## src/rtl/icap_stream_ctrl.sv

```systemverilog
// icap_stream_ctrl -- streams a programmed number of configuration words from a
// standard (non-FWFT) FIFO into the ICAP primitive, with underrun timeout,
// explicit abort sequence and done/error reporting.
//
// Optional build macro: ICAP_BITSWAP_EN -- reverse the bit order inside every
// byte lane of fifo_dout before it is registered onto icap_din.
//
// Ports:
//   clock          system clock, rising edge
//   reset          synchronous, active-low reset
//   start          pulse, begins a transfer (IDLE only)
//   abort          pulse, requests an abort (STREAM only)
//   word_total     words to transfer, sampled on an accepted start
//   fifo_empty     FIFO empty flag
//   fifo_dout      FIFO read data, valid the cycle after fifo_rd_en
//   fifo_rd_en     FIFO read enable
//   icap_csib      ICAP chip select, active-low
//   icap_rdwrb     ICAP read/write select, 0 = write
//   icap_din       ICAP write data
//   words_written  words presented to ICAP since the last accepted start
//   busy           high outside IDLE
//   done           one-cycle pulse on successful completion
//   error          sticky abort/timeout flag, cleared by the next start
module icap_stream_ctrl #(
  parameter int unsigned DATA_WIDTH     = 32,
  parameter int unsigned CNT_WIDTH      = 24,
  parameter int unsigned TIMEOUT_CYCLES = 1024
) (
  input  logic                  clock,
  input  logic                  reset,
  input  logic                  start,
  input  logic                  abort,
  input  logic [CNT_WIDTH-1:0]  word_total,
  input  logic                  fifo_empty,
  input  logic [DATA_WIDTH-1:0] fifo_dout,
  output logic                  fifo_rd_en,
  output logic                  icap_csib,
  output logic                  icap_rdwrb,
  output logic [DATA_WIDTH-1:0] icap_din,
  output logic [CNT_WIDTH-1:0]  words_written,
  output logic                  busy,
  output logic                  done,
  output logic                  error
);

  localparam int unsigned STALL_W = $clog2(TIMEOUT_CYCLES + 1);
  localparam logic [STALL_W-1:0] STALL_MAX = STALL_W'(TIMEOUT_CYCLES);

  typedef enum logic [1:0] {S_IDLE, S_STREAM, S_ABORT, S_DONE} state_e;

  state_e                state_q, state_d;
  logic [CNT_WIDTH-1:0]  total_q, reads_q, ww_q, ww_inc;
  logic [STALL_W-1:0]    stall_q, stall_inc;
  logic [1:0]            ab_q;
  logic                  v1_q;   // fifo_dout carries a word for the stream this cycle
  logic                  wr_q;   // icap_din holds a word to write this cycle
  logic                  error_q;
  logic [DATA_WIDTH-1:0] din_q, din_next;
  logic                  reads_left, stall_hit;

`ifdef ICAP_BITSWAP_EN
  always_comb begin
    din_next = '0;
    for (int unsigned b = 0; b < DATA_WIDTH / 8; b++) begin
      for (int unsigned i = 0; i < 8; i++) begin
        din_next[b*8 + i] = fifo_dout[b*8 + 7 - i];
      end
    end
  end
`else
  assign din_next = fifo_dout;
`endif

  always_comb begin
    state_d    = state_q;
    fifo_rd_en = 1'b0;
    icap_csib  = 1'b1;
    icap_rdwrb = 1'b1;
    stall_hit  = 1'b0;
    ww_inc     = ww_q + CNT_WIDTH'(1);
    stall_inc  = stall_q + STALL_W'(1);
    reads_left = (reads_q < total_q);
    unique case (state_q)
      S_IDLE: begin
        if (start) state_d = (word_total == '0) ? S_DONE : S_STREAM;
      end
      S_STREAM: begin
        fifo_rd_en = ~fifo_empty & reads_left;
        stall_hit  = fifo_empty & reads_left & (stall_inc == STALL_MAX);
        icap_csib  = ~wr_q;
        icap_rdwrb = ~wr_q;
        // abort/timeout take priority over a coinciding final write
        if (abort || stall_hit)                 state_d = S_ABORT;
        else if (wr_q && (ww_inc == total_q))   state_d = S_DONE;
      end
      S_ABORT: begin
        // A0 deselects, A1..A3 form the abort signature (csib low, rdwrb high)
        icap_csib = (ab_q == 2'd0);
        if (ab_q == 2'd3) state_d = S_IDLE;
      end
      S_DONE: state_d = S_IDLE;
      default: state_d = S_IDLE;
    endcase
  end

  always_ff @(posedge clock) begin
    if (!reset) begin
      state_q <= S_IDLE;
      total_q <= '0;
      reads_q <= '0;
      ww_q    <= '0;
      stall_q <= '0;
      ab_q    <= '0;
      v1_q    <= 1'b0;
      wr_q    <= 1'b0;
      error_q <= 1'b0;
      din_q   <= '0;
    end else begin
      state_q <= state_d;
      if (state_q == S_IDLE && start) begin
        total_q <= word_total;
        reads_q <= '0;
        ww_q    <= '0;
        stall_q <= '0;
        error_q <= 1'b0;
      end
      if (state_q == S_STREAM) begin
        if (fifo_rd_en) begin
          reads_q <= reads_q + CNT_WIDTH'(1);
          stall_q <= '0;
        end else if (fifo_empty && reads_left) begin
          stall_q <= stall_inc;
        end
        if (wr_q && (ww_q != total_q)) ww_q <= ww_inc;
        if (state_d == S_ABORT) error_q <= 1'b1;
      end
      // Leaving STREAM flushes the two-stage pipeline: in-flight words are dropped
      // and icap_din keeps the last word actually written.
      v1_q <= fifo_rd_en && (state_d == S_STREAM);
      wr_q <= v1_q && (state_d == S_STREAM);
      if (v1_q && state_q == S_STREAM && state_d == S_STREAM) din_q <= din_next;
      ab_q <= (state_q == S_ABORT) ? ab_q + 2'd1 : 2'd0;
    end
  end

  assign icap_din      = din_q;
  assign words_written = ww_q;
  assign busy          = (state_q != S_IDLE);
  assign done          = (state_q == S_DONE);
  assign error         = error_q;

endmodule

```

## config.mk

```make
export PLATFORM = sky130hd
export DESIGN_NAME = icap_stream_ctrl
export DESIGN_NICKNAME = d
export VERILOG_FILES = /design/src/rtl/icap_stream_ctrl.sv
export SDC_FILE = /design/constraint.sdc
export NUM_CORES = 1
export LEC_CHECK = 0
export ABC_AREA = 1
export CAP_MARGIN = 10
export CELL_PAD_IN_SITES_DETAIL_PLACEMENT = 0
export CELL_PAD_IN_SITES_GLOBAL_PLACEMENT = 1
export CORE_ASPECT_RATIO = 0.75
export CORE_MARGIN = 3
export CORE_UTILIZATION = 34
export DETAILED_ROUTE_END_ITERATION = 7
export GPL_TIMING_DRIVEN = 0
export PLACE_DENSITY_LB_ADDON = 0.1
export SLEW_MARGIN = 20
export SYNTH_ARGS = -nofsm -noshare
export SYNTH_HDL_FRONTEND = slang
export SYNTH_SLANG_ARGS = --single-unit
```

## constraint.sdc

```tcl
create_clock -name clock -period 2.15 [get_ports clock]
set_input_delay 0.215 -clock clock [delete_from_list [all_inputs] [get_ports clock]]
set_output_delay 0.215 -clock clock [all_outputs]
set_load 0.02 [all_outputs]
```

==> impl_metrics.xml, run 1 <==
<?xml version="1.0" encoding="UTF-8"?>
<metrics>
  <group name="detailed_routing">
    <metric name="final_antenna_net_count" unit="">0</metric>
    <metric name="detail_route.first_pass.iterations" unit="">5</metric>
    <metric name="wl" unit="um">27800</metric>
    <metric name="drt-vias-per-instance" unit="">4.94</metric>
    <metric name="route.vias.total" unit="">8542</metric>
    <metric name="detailedRoute.firstIterationViolations" unit="">503</metric>
    <metric name="route.detailed.wl_per_inst" unit="um">16.1</metric>
    <metric name="drc" unit="">0</metric>
  </group>
  <group name="cells_and_area">
    <metric name="final_area" unit="um^2">12000</metric>
    <metric name="antenna_cells" unit="">0</metric>
    <metric name="finalNetCount" unit="">1525</metric>
    <metric name="drive_above_1_share" unit="">0.298</metric>
    <metric name="area.growth.synth_to_final" unit="%">57.9</metric>
    <metric name="final-instance-count-excl-fill" unit="">1730</metric>
    <metric name="final_util" unit="">0.557</metric>
    <metric name="layout.cells.most_common" unit="">nand2_1</metric>
    <metric name="final_cell_mix" unit="">nand2_1, inv_1, clkdlybuf4s50_1, nor2_1, buf_4</metric>
    <metric name="fillCellCount" unit="">2116</metric>
  </group>
  <group name="floorplan">
    <metric name="fp.coreArea" unit="um^2">21600</metric>
    <metric name="floorplan.die_area" unit="um^2">24200</metric>
    <metric name="initial_core_util" unit="">0.353</metric>
    <metric name="die_height" unit="um">136</metric>
    <metric name="ioPinCount" unit="">123</metric>
    <metric name="chipWidth" unit="um">179</metric>
    <metric name="site_rows" unit="">46</metric>
  </group>
  <group name="logic_synthesis">
    <metric name="synth_compound_gate_area_share" unit="">0.132</metric>
    <metric name="postSynthAreaPerCell" unit="um^2">6.35</metric>
    <metric name="synth-warning-count" unit="">0</metric>
    <metric name="post_synth_instance_area" unit="um^2">7610</metric>
    <metric name="synth.area.top_cells" unit="">dfxtp_1, nand2_1, inv_1, nor2_1, ha_1</metric>
    <metric name="yosys.area.top_type" unit="">dfxtp_1</metric>
    <metric name="synth_adder_area_share" unit="">0.0559</metric>
    <metric name="postSynth.asyncResetShare" unit="">0</metric>
    <metric name="post-synth-top-area-fraction" unit="">0.321</metric>
    <metric name="synth_cell_types" unit="">37</metric>
    <metric name="mappedNetlistNets" unit="">1294</metric>
    <metric name="combinational_family_with_the_most_area_after_synthesis" unit="">simple AND/OR/NAND/NOR gates</metric>
    <metric name="synth_mux_area_frac" unit="">0</metric>
    <metric name="postSynthCellCount" unit="">1199</metric>
    <metric name="synth_enable_flop_cells" unit="">0</metric>
    <metric name="yosys_register_bits" unit="">122</metric>
    <metric name="ys.flop_type" unit="">dfxtp_1</metric>
    <metric name="xor_and_xnor_area_share_after_synthesis" unit="">0.0311</metric>
    <metric name="yosysSeqAreaShare" unit="">0.321</metric>
    <metric name="synth-simple-area-share" unit="">0.328</metric>
  </group>
  <group name="global_routing">
    <metric name="grt.total_usage" unit="">0.227</metric>
    <metric name="antenna_found_initial" unit="">0</metric>
    <metric name="pin_count_of_the_biggest_net_entering_global_routing" unit="">17</metric>
    <metric name="first_global_vias" unit="">7924</metric>
    <metric name="grt.overflow.total" unit="">0</metric>
    <metric name="grt_pass1_wl" unit="um">42800</metric>
  </group>
  <group name="sta">
    <metric name="max_clock_freq" unit="MHz">375</metric>
    <metric name="tightestPinTransition" unit="ns">0.844</metric>
    <metric name="worst_slew_margin_rel" unit="">0.437</metric>
    <metric name="grt_setup_unrepaired" unit="">yes</metric>
    <metric name="worst_case_setup_margin_in_the_final_layout" unit="ns">-0.518</metric>
    <metric name="final_min_period_over_clock_period" unit="">1.24</metric>
    <metric name="hold_viol_final" unit="">0</metric>
    <metric name="slew_violations" unit="">0</metric>
    <metric name="final.setup_skew" unit="ns">0.00900</metric>
    <metric name="timing.setup.tns" unit="ns">-24.01</metric>
    <metric name="post-route-min-period" unit="ns">2.67</metric>
    <metric name="final-setup-viol-count" unit="">75</metric>
  </group>
  <group name="pwr">
    <metric name="power.sequential.fraction" unit="">0.257</metric>
    <metric name="share_comb_of_total_power" unit="">0.490</metric>
    <metric name="power_density" unit="nW/um^2">876</metric>
    <metric name="power.internal" unit="mW">6.35</metric>
    <metric name="vdd_drop_max" unit="mV">0.530</metric>
    <metric name="power_leakage" unit="nW">4.96</metric>
    <metric name="netSwitchingPower" unit="mW">4.18</metric>
    <metric name="clk_pwr_share" unit="">0.254</metric>
    <metric name="sw_frac_of_total" unit="">0.397</metric>
  </group>
  <group name="worst_setup_path">
    <metric name="cp_slowest_stage_delay" unit="ns">0.38</metric>
    <metric name="cp_data_arrival_time" unit="ns">2.99</metric>
    <metric name="endpoint_kind" unit="">register</metric>
    <metric name="worstPathCellList" unit="">ha_4, nand2_4, nor2_4, buf_12, nand2_4, nor2_4, nand2_1, nand2_1, nand2_1, inv_1, nand3_2, nor2_1, nand3_2, buf_4, nand3_1, nand2_1, nand2_2, nand2_4, nand3_4, buf_6, nand2_1, inv_1, nor2_1</metric>
    <metric name="crit_top_cell" unit="">nand2_1</metric>
    <metric name="worst_path_buffer_plus_inverter_count" unit="">5</metric>
    <metric name="setup.worst_path.start_class" unit="">register</metric>
    <metric name="cp_top_family" unit="">simple AND/OR/NAND/NOR gates</metric>
    <metric name="worstPathMaxFanout" unit="">10</metric>
    <metric name="crit_path_top_delay_cell" unit="">dfxtp_4</metric>
    <metric name="worstSetupPathType" unit="">register to register</metric>
    <metric name="cp.required" unit="ns">2.47</metric>
  </group>
  <group name="place">
    <metric name="post_place_worst_slack" unit="ns">-0.972</metric>
    <metric name="port_buffers" unit="">122</metric>
    <metric name="place_inst" unit="">1609</metric>
    <metric name="dpl_cell_area" unit="um^2">9280</metric>
    <metric name="gp_congestion" unit="">0.882</metric>
    <metric name="detailed_place_hpwl" unit="um">19600</metric>
  </group>
  <group name="clock_tree">
    <metric name="cts_max_level" unit="">4</metric>
    <metric name="total_cts_buffers" unit="">17</metric>
    <metric name="clk_pin_slew_worst_paths" unit="ns">0.06</metric>
    <metric name="ctsRootBufferMaster" unit="">clkbuf_16</metric>
    <metric name="tritoncts_clock_tree" unit="">yes</metric>
    <metric name="clk_path_buf_depth" unit="">2</metric>
    <metric name="clock_sinks" unit="">122</metric>
    <metric name="clock_latency_on_the_worst_skew_pair" unit="ns">0.42</metric>
    <metric name="cts_hold_buf" unit="">0</metric>
  </group>
  <group name="status">
    <metric name="run_status" unit="">finished, violations left</metric>
    <metric name="violated_checks" unit="">negative setup slack</metric>
  </group>
  <group name="hold_path">
    <metric name="worst_hold_path_type" unit="">register to register</metric>
  </group>
  <group name="run">
    <metric name="max_cap_violations" unit="">0</metric>
  </group>
</metrics>
[state kept, by name (all words and copies together) (netlist names)]
name / count
icap_din: 32
reads_q: 24
total_q: 24
words_written: 24
stall_q: 11
ab_q: 2
state_q: 2
error: 1
v1_q: 1
wr_q: 1
[Yosys cell counts, drive strengths merged, types with 14 or more instances]
cell type / instances
dfxtp: 122
nor2: 131
nand4: 56
a211oi: 24
xor2: 17
nor3: 27
clkbuf: 29
a21oi: 82
buf: 14
nand2: 288
inv: 220
o21ai: 45
nand3: 62
ha: 34
[layer usage]
metal | up-vias | GRT usage | share of wire
met5 | - | 0 | 0
li1 | 4340 | - | -
met4 | 0 | 0.0493 | 0.013
met3 | 28 | 0.0459 | 0.051
met2 | 198 | 0.334 | 0.43
met1 | 3976 | 0.341 | 0.50
[per-stage QoR]
step	power, mW	hold slack, ns
after floorplan	4.76	0.382
after global placement	5.89	0.423
after detailed placement	5.90	0.433
after CTS	9.95	0.435
after global routing	11.1	0.452
final	10.5	0.441
[final timing paths]
path	cells past startpoint	slack, ns	start	end
worst max register to register	23	-0.52	words_written[1]	icap_din[1]
worst min-delay path	2	0.44	v1_q	wr_q
worst max-delay path	23	-0.52	words_written[1]	icap_din[1]
worst min register to register	2	0.44	v1_q	wr_q
[area by class of cell]
cell class	instances	area, um^2	share of cell area
Clock inverter	9	75.1	0.00625
Sequential cell	122	2560	0.213
Buffer	43	368	0.0306
Multi-Input combinational cell	812	5230	0.435
Clock buffer	22	454	0.0378
Timing Repair Buffer	212	2100	0.174
Tap cell	288	360	0.0300
Inverter	222	872	0.0726
[power by group through the flow]
stage,combinational [mW],clock (mW),sequential [mW]
6_report,5.16,2.67,2.71
5_1_grt,5.60,2.82,2.73
4_1_cts,4.54,2.71,2.70
3_5_place_dp,3.15,0,2.75
3_3_place_gp,3.14,0,2.75
2_1_floorplan,2.07,0,2.68
[timing repair]
item	CTS	global route
setup endpoints to repair	116	111
gates cloned	2	3
pin swaps	74	46
gates resized for setup	265	165
setup buffers	66	24
[kinds of logic (layout without fill, tap and decap cells)]
kind of cell,after synthesis,in the layout
AOI/OAI and AO/OA,174,174
DFF,122,122
xor gates and xnor gates,27,27
and+or+nand+nor,577,577
adders and majority gates,34,34
buffers and inverters,265,508
[worst reg2reg max path: stages (launching register included)]
cell     delay (ns)
dfxtp_4        0.38
ha_4           0.16
nand2_4        0.06
nor2_4         0.12
buf_12         0.15
nand2_4        0.06
nor2_4         0.15
nand2_1        0.06
nand2_1        0.05
nand2_1        0.05
inv_1          0.08
nand3_2        0.07
nor2_1         0.12
nand3_2        0.11
buf_4          0.15
nand3_1        0.06
nand2_1        0.07
nand2_2        0.08
nand2_4        0.10
nand3_4        0.16
buf_6          0.17
nand2_1        0.06
inv_1          0.05
nor2_1         0.03
Power figures use the tool's default switching activity.
==> run 2: changes to the inputs <==
- HOLD_SLACK_MARGIN: unset -> 0.05
==> results of run 2 <==
Final layout, timing and power as in run 1 (identical DEF).
